<file path="src/rtl/spi_slave_egress_arbiter.sv">
// Round-robin arbiter that merges NUM_SRC AXIS byte streams onto one SPI egress stream.
// Each grant has an optional header byte and carries at most MTU_SIZE payload bytes.
module spi_slave_egress_arbiter #(
  parameter int         NUM_SRC   = 2,
  parameter int         MTU_SIZE  = 16,
  parameter int         HEADER_EN = 1,
  parameter logic [7:0] IDLE_BYTE = 8'hFF
) (
  input  logic                 clk,
  input  logic                 rst,
  input  logic [8*NUM_SRC-1:0] s_axis_tdata,
  input  logic [NUM_SRC-1:0]   s_axis_tvalid,
  input  logic [NUM_SRC-1:0]   s_axis_tlast,
  output logic [NUM_SRC-1:0]   s_axis_tready,
  output logic [7:0]           m_axis_tdata,
  output logic                 m_axis_tvalid,
  input  logic                 m_axis_tready,
  output logic                 m_axis_tlast,
  output logic [7:0]           m_axis_tuser,
  output logic [2:0]           grant_id,
  output logic                 busy,
  output logic                 mtu_cut
);

  localparam int         CW         = $clog2(MTU_SIZE + 1);
  localparam logic [2:0] LAST_RST   = 3'(NUM_SRC - 1);
  localparam logic [CW-1:0] CNT_LAST = CW'(MTU_SIZE - 1);

  typedef enum logic [1:0] {IDLE, HEADER, DATA} state_t;

  state_t        r_state;
  logic [2:0]    r_grant_id;
  logic [2:0]    r_last_grant;
  logic [CW-1:0] r_byte_cnt;
  logic          r_mtu_cut;
  logic          r_busy;

  logic          w_any_vld;
  logic [2:0]    w_winner;
  logic          w_src_vld;
  logic          w_src_last;
  logic [7:0]    w_src_dat;
  logic          w_mtu_hit;
  logic          w_data_last;

  // Scan from the largest offset down so the nearest source after last_grant wins.
  always_comb begin
    w_any_vld = |s_axis_tvalid;
    w_winner  = '0;
    for (int k = NUM_SRC; k >= 1; k--) begin
      for (int i = 0; i < NUM_SRC; i++) begin
        if (s_axis_tvalid[i] && (i == (int'(r_last_grant) + k) % NUM_SRC)) begin
          w_winner = 3'(i);
        end
      end
    end
  end

  always_comb begin
    w_src_vld  = 1'b0;
    w_src_last = 1'b0;
    w_src_dat  = '0;
    for (int i = 0; i < NUM_SRC; i++) begin
      if (r_grant_id == 3'(i)) begin
        w_src_vld  = s_axis_tvalid[i];
        w_src_last = s_axis_tlast[i];
        w_src_dat  = s_axis_tdata[8*i +: 8];
      end
    end
    w_mtu_hit   = (r_byte_cnt == CNT_LAST);
    w_data_last = w_src_last | w_mtu_hit;
  end

  always_comb begin
    m_axis_tvalid = 1'b0;
    m_axis_tlast  = 1'b0;
    m_axis_tdata  = IDLE_BYTE;
    s_axis_tready = '0;
    case (r_state)
      HEADER: begin
        m_axis_tvalid = 1'b1;
        m_axis_tdata  = {1'b1, r_grant_id, 4'b0000};
      end
      DATA: begin
        m_axis_tvalid = w_src_vld;
        m_axis_tdata  = w_src_dat;
        m_axis_tlast  = w_data_last;
        for (int i = 0; i < NUM_SRC; i++) begin
          s_axis_tready[i] = (r_grant_id == 3'(i)) & m_axis_tready;
        end
      end
      default: ;
    endcase
  end

  always_ff @(posedge clk or posedge rst) begin
    if (rst) begin
      r_state      <= IDLE;
      r_grant_id   <= '0;
      r_last_grant <= LAST_RST;
      r_byte_cnt   <= '0;
      r_mtu_cut    <= 1'b0;
      r_busy       <= 1'b0;
    end else begin
      r_mtu_cut <= 1'b0;
      case (r_state)
        IDLE: begin
          if (w_any_vld) begin
            r_grant_id   <= w_winner;
            r_last_grant <= w_winner;
            r_byte_cnt   <= '0;
            r_busy       <= 1'b1;
            r_state      <= (HEADER_EN != 0) ? HEADER : DATA;
          end
        end
        HEADER: begin
          if (m_axis_tready) begin
            r_state <= DATA;
          end
        end
        DATA: begin
          if (w_src_vld && m_axis_tready) begin
            r_byte_cnt <= r_byte_cnt + CW'(1);
            // A grant closed by the byte limit rather than the source gets flagged.
            if (w_data_last) begin
              r_state   <= IDLE;
              r_busy    <= 1'b0;
              r_mtu_cut <= ~w_src_last;
            end
          end
        end
        default: begin
          r_state <= IDLE;
          r_busy  <= 1'b0;
        end
      endcase
    end
  end

  assign m_axis_tuser = IDLE_BYTE;
  assign grant_id     = r_grant_id;
  assign busy         = r_busy;
  assign mtu_cut      = r_mtu_cut;

endmodule

</file>
<file path="config.mk">
export PLATFORM = sky130hd
export DESIGN_NAME = spi_slave_egress_arbiter
export DESIGN_NICKNAME = d
export VERILOG_FILES = /design/src/rtl/spi_slave_egress_arbiter.sv
export SDC_FILE = /design/constraint.sdc
export NUM_CORES = 1
export LEC_CHECK = 0
export CAP_MARGIN = 15
export CORE_ASPECT_RATIO = 1.25
export CORE_MARGIN = 10
export CORE_UTILIZATION = 25
export CTS_CLUSTER_DIAMETER = 50
export DETAILED_ROUTE_END_ITERATION = 8
export PLACE_DENSITY = 0.64
export SLEW_MARGIN = 5
export SYNTH_ARGS = -nofsm -noshare
export SYNTH_HDL_FRONTEND = slang
export SYNTH_SLANG_ARGS = --single-unit
</file>
<file path="constraint.sdc">
create_clock -name clk -period 1.6 [get_ports clk]
set_input_delay 0.4 -clock clk [delete_from_list [all_inputs] [get_ports clk]]
set_output_delay 0.4 -clock clk [all_outputs]
set_load 0.005 [all_outputs]
</file>
==> impl_metrics.json <==
{
  "vias": 975,
  "hp-class": "in2async",
  "async_reset_ff_share_pct": 100,
  "core_area_um2": 3510,
  "startpoint_type": "flop",
  "synth.largest_area_cell": "dfrtp_1",
  "grt_pass1_vias": 1059,
  "grt_pass1_wl_um": 5140,
  "multi_input_area_um2": 702,
  "finalCritPeriodShare_pct": 116,
  "status": "complete, but fails checks",
  "port_buffers": 37,
  "synth.top_cell.area_share_pct": 27.5,
  "max_freq_mhz": 537,
  "synthTopCellsByCount": "a21oi_1, buf_4, dfrtp_1, nand2_1",
  "htree_levels": 1,
  "path_cells": "buf_6, ha_4, buf_6, nor2b_4, a21oi_1, buf_2",
  "clk_pin_slew_ns": 0.05,
  "yosysMostFrequentCell": "a21oi_1",
  "ioPinCount": 48,
  "ys_seq_area_share_pct": 30.4,
  "ctsLongestPathBuffers": 2,
  "diodes": 0,
  "cpMostUsedCell": "buf_6",
  "yosysWarnings": 0,
  "gp_congestion": 0.759,
  "vias_per_cell": 4.58,
  "criticalPathCategory": "reg2out",
  "crit_arrival_ns": 1.46,
  "antenna_found_initial": 0,
  "hold_viol": 0,
  "grt_use_total_pct": 10.2,
  "cts_made_buffers": 3,
  "dieArea_um2": 6470,
  "area_growth_syn_to_layout_pct": 88.6,
  "syn_avg_cell_area_um2": 8.93,
  "placed_cells": 195,
  "wire_per_inst_um": 15.5,
  "gr-usage-met1_pct": 10.8,
  "fin_area_um2": 1720,
  "gr-usage-met3_pct": 3.08,
  "critPathMaxFanout": 6,
  "crit_required_ns": 1.20,
  "start_util_pct": 25.9,
  "routed_wl_um": 3300,
  "violations": "negative setup slack",
  "num_rows": 24,
  "grt_start_max_net_pins": 12,
  "ys.flop_type": "dfrtp_1",
  "final-seq-area_um2": 278,
  "ant_nets": 0,
  "ys_ff_latch": 11,
  "ctsHoldBuffers": 0,
  "first_iter_violations": 19,
  "cts_sinks": 11,
  "top_usage_layer": "met2",
  "clk-insertion-delay-late_ns": 0.25,
  "synthesis.area_um2": 911,
  "timing.final.ws_setup_ns": -0.261,
  "clockRootBuffer": "clkbuf_8",
  "grt_overflow": 0,
  "irDropWorstVdd_mv": 0.966,
  "end_kind": "primary output",
  "ys_types": 32,
  "synth_area_leaders": "dfrtp_1, buf_4, ha_1, mux2i_1, a21oi_1",
  "rsz0062_at_grt": "yes",
  "slowest_stage": "dfrtp_1",
  "maxCapViolCount": 0,
  "path_buf_inv": 3,
  "period_needed_ns": 1.86,
  "path_delay_family": "buffers and inverters",
  "fillers": 349,
  "drv_slew": 0,
  "drc_errors": 0,
  "synth-edff-count": 0,
  "die_height_um": 87.5,
  "drive_above_1_share_pct": 48.3,
  "setup_viol": 15,
  "cts_tree": "done",
  "met2_usage_pct": 17.2,
  "detailed_place_hpwl_um": 2590,
  "nets": 204,
  "finalClockSkew_ns": 0.00157,
  "stdcell_count": 213,
  "die_w_um": 74.0,
  "post_dp_cell_area_um2": 1450,
  "synthesis.instances": 102,
  "critPathMaxStageDelay_ns": 0.38,
  "powerDensity_nw_per_um2": 1680,
  "first_pass_iters": 4,
  "leakage_nw": 0.810
}
## what timing repair did
action	CTS	global route
setup buffers	13	3
pin swaps	9	12
endpoints found under the setup margin	22	18
endpoints found under the hold margin	0	0
resized for setup	80	13
## flip-flops by register name, summed over array words and instances (netlist names)
signal,flops
r_state,2
r_last_grant,1
mtu_cut,1
r_byte_cnt,5
grant_id,1
busy,1
## metrics by stage
stage / hold WS (ns) / worst slack [ns] / total power [mW] / utilization [%] / setup TNS, ns
after CTS: 0.452 / -0.260 / 2.78 / 47.9 / -3.29
after global routing: 0.493 / -0.320 / 3.10 / 48.9 / -4.06
after global placement: 0.464 / -0.540 / 2.01 / 41.3 / -7.51
after detailed placement: 0.499 / -0.564 / 2.07 / 41.3 / -8.15
after floorplan: 0.252 / -0.00883 / 1.22 / - / -0.0177
final: 0.448 / -0.261 / 2.88 / 48.9 / -3.21
## logic make-up after synthesis
family / after synthesis / share of synthesized area, %
fa+ha+maj: 6 / 8.24
simple gates: 26 / 15.0
other cells: 2 / 0.824
buf+inv: 21 / 13.9
compound gates: 24 / 17.4
flops: 11 / 30.4
mux: 12 / 14.3
## layer usage
metal  vias up  wire (um)
met5         -          0
met4         0         83
met3         7        231
met2        44       1640
met1       451       1350
li1        473          -
## power by group
part,internal [mW],leakage [nW],switching [mW],total (mW)
logic,1.26,0.646,0.886,2.15
registers,0.371,0.142,0.0709,0.442
clock network,0.175,0.0228,0.111,0.286
total,1.81,0.810,1.07,2.88
## final cells by class
class                           instances  share of cell area [%]
Clock buffer                            4                    2.62
Inverter                                7                    1.53
Multi-Input combinational cell         78                    40.9
Sequential cell                        11                    16.2
Tap cell                               39                    2.84
Timing Repair Buffer                   74                    36.0
## placed cells by master (no fill, tap or decap), drive strengths merged, types with 2 or more instances in the layout
cell type / Yosys / layout
buf: 14 / 47
nand3: 3 / 3
nor2b: 4 / 4
mux2i: 7 / 7
clkbuf: 0 / 7
inv: 7 / 7
conb: 2 / 10
mux2: 5 / 5
clkdlybuf4s50: 0 / 22
ha: 6 / 6
a21oi: 11 / 11
nand2: 9 / 9
o21ai: 5 / 5
nand3b: 2 / 2
and3: 3 / 3
dlygate4sd2: 0 / 2
dfrtp: 10 / 10
and2: 2 / 2
## worst reg2reg max path, cell delays in order (launching register included)
cell and delay [ns]:
dfrtp_1 0.36, ha_2 0.20, and3_4 0.19, ha_4 0.13
inv_2 0.04, buf_6 0.10, a32oi_4 0.23, o211ai_2 0.16
mux2_4 0.32
## path summary, 6_finish.rpt
| path | from | to | slack, ns | cells past startpoint |
|---|---|---|---|---|
| min in group clk | r_byte_cnt[4]$_DFFE_PP0P_ | r_byte_cnt[4]$_DFFE_PP0P_ | 0.50 | 2 |
| max in group asynchronous | rst | r_last_grant[0]$_DFFE_PP1P_ | 0.83 | 2 |
| worst max-delay path | r_state[1]$_DFFE_PP0P_ | m_axis_tdata[3] | -0.26 | 6 |
| worst max register to register | r_byte_cnt[0]$_DFFE_PP0P_ | r_state[0]$_DFFE_PP0P_ | -0.25 | 8 |
| worst min register to register | r_byte_cnt[4]$_DFFE_PP0P_ | r_byte_cnt[4]$_DFFE_PP0P_ | 0.50 | 2 |
| worst min-delay path | rst | r_state[1]$_DFFE_PP0P_ | 0.45 | 2 |
Note: power is estimated with default switching activity, not from simulation.
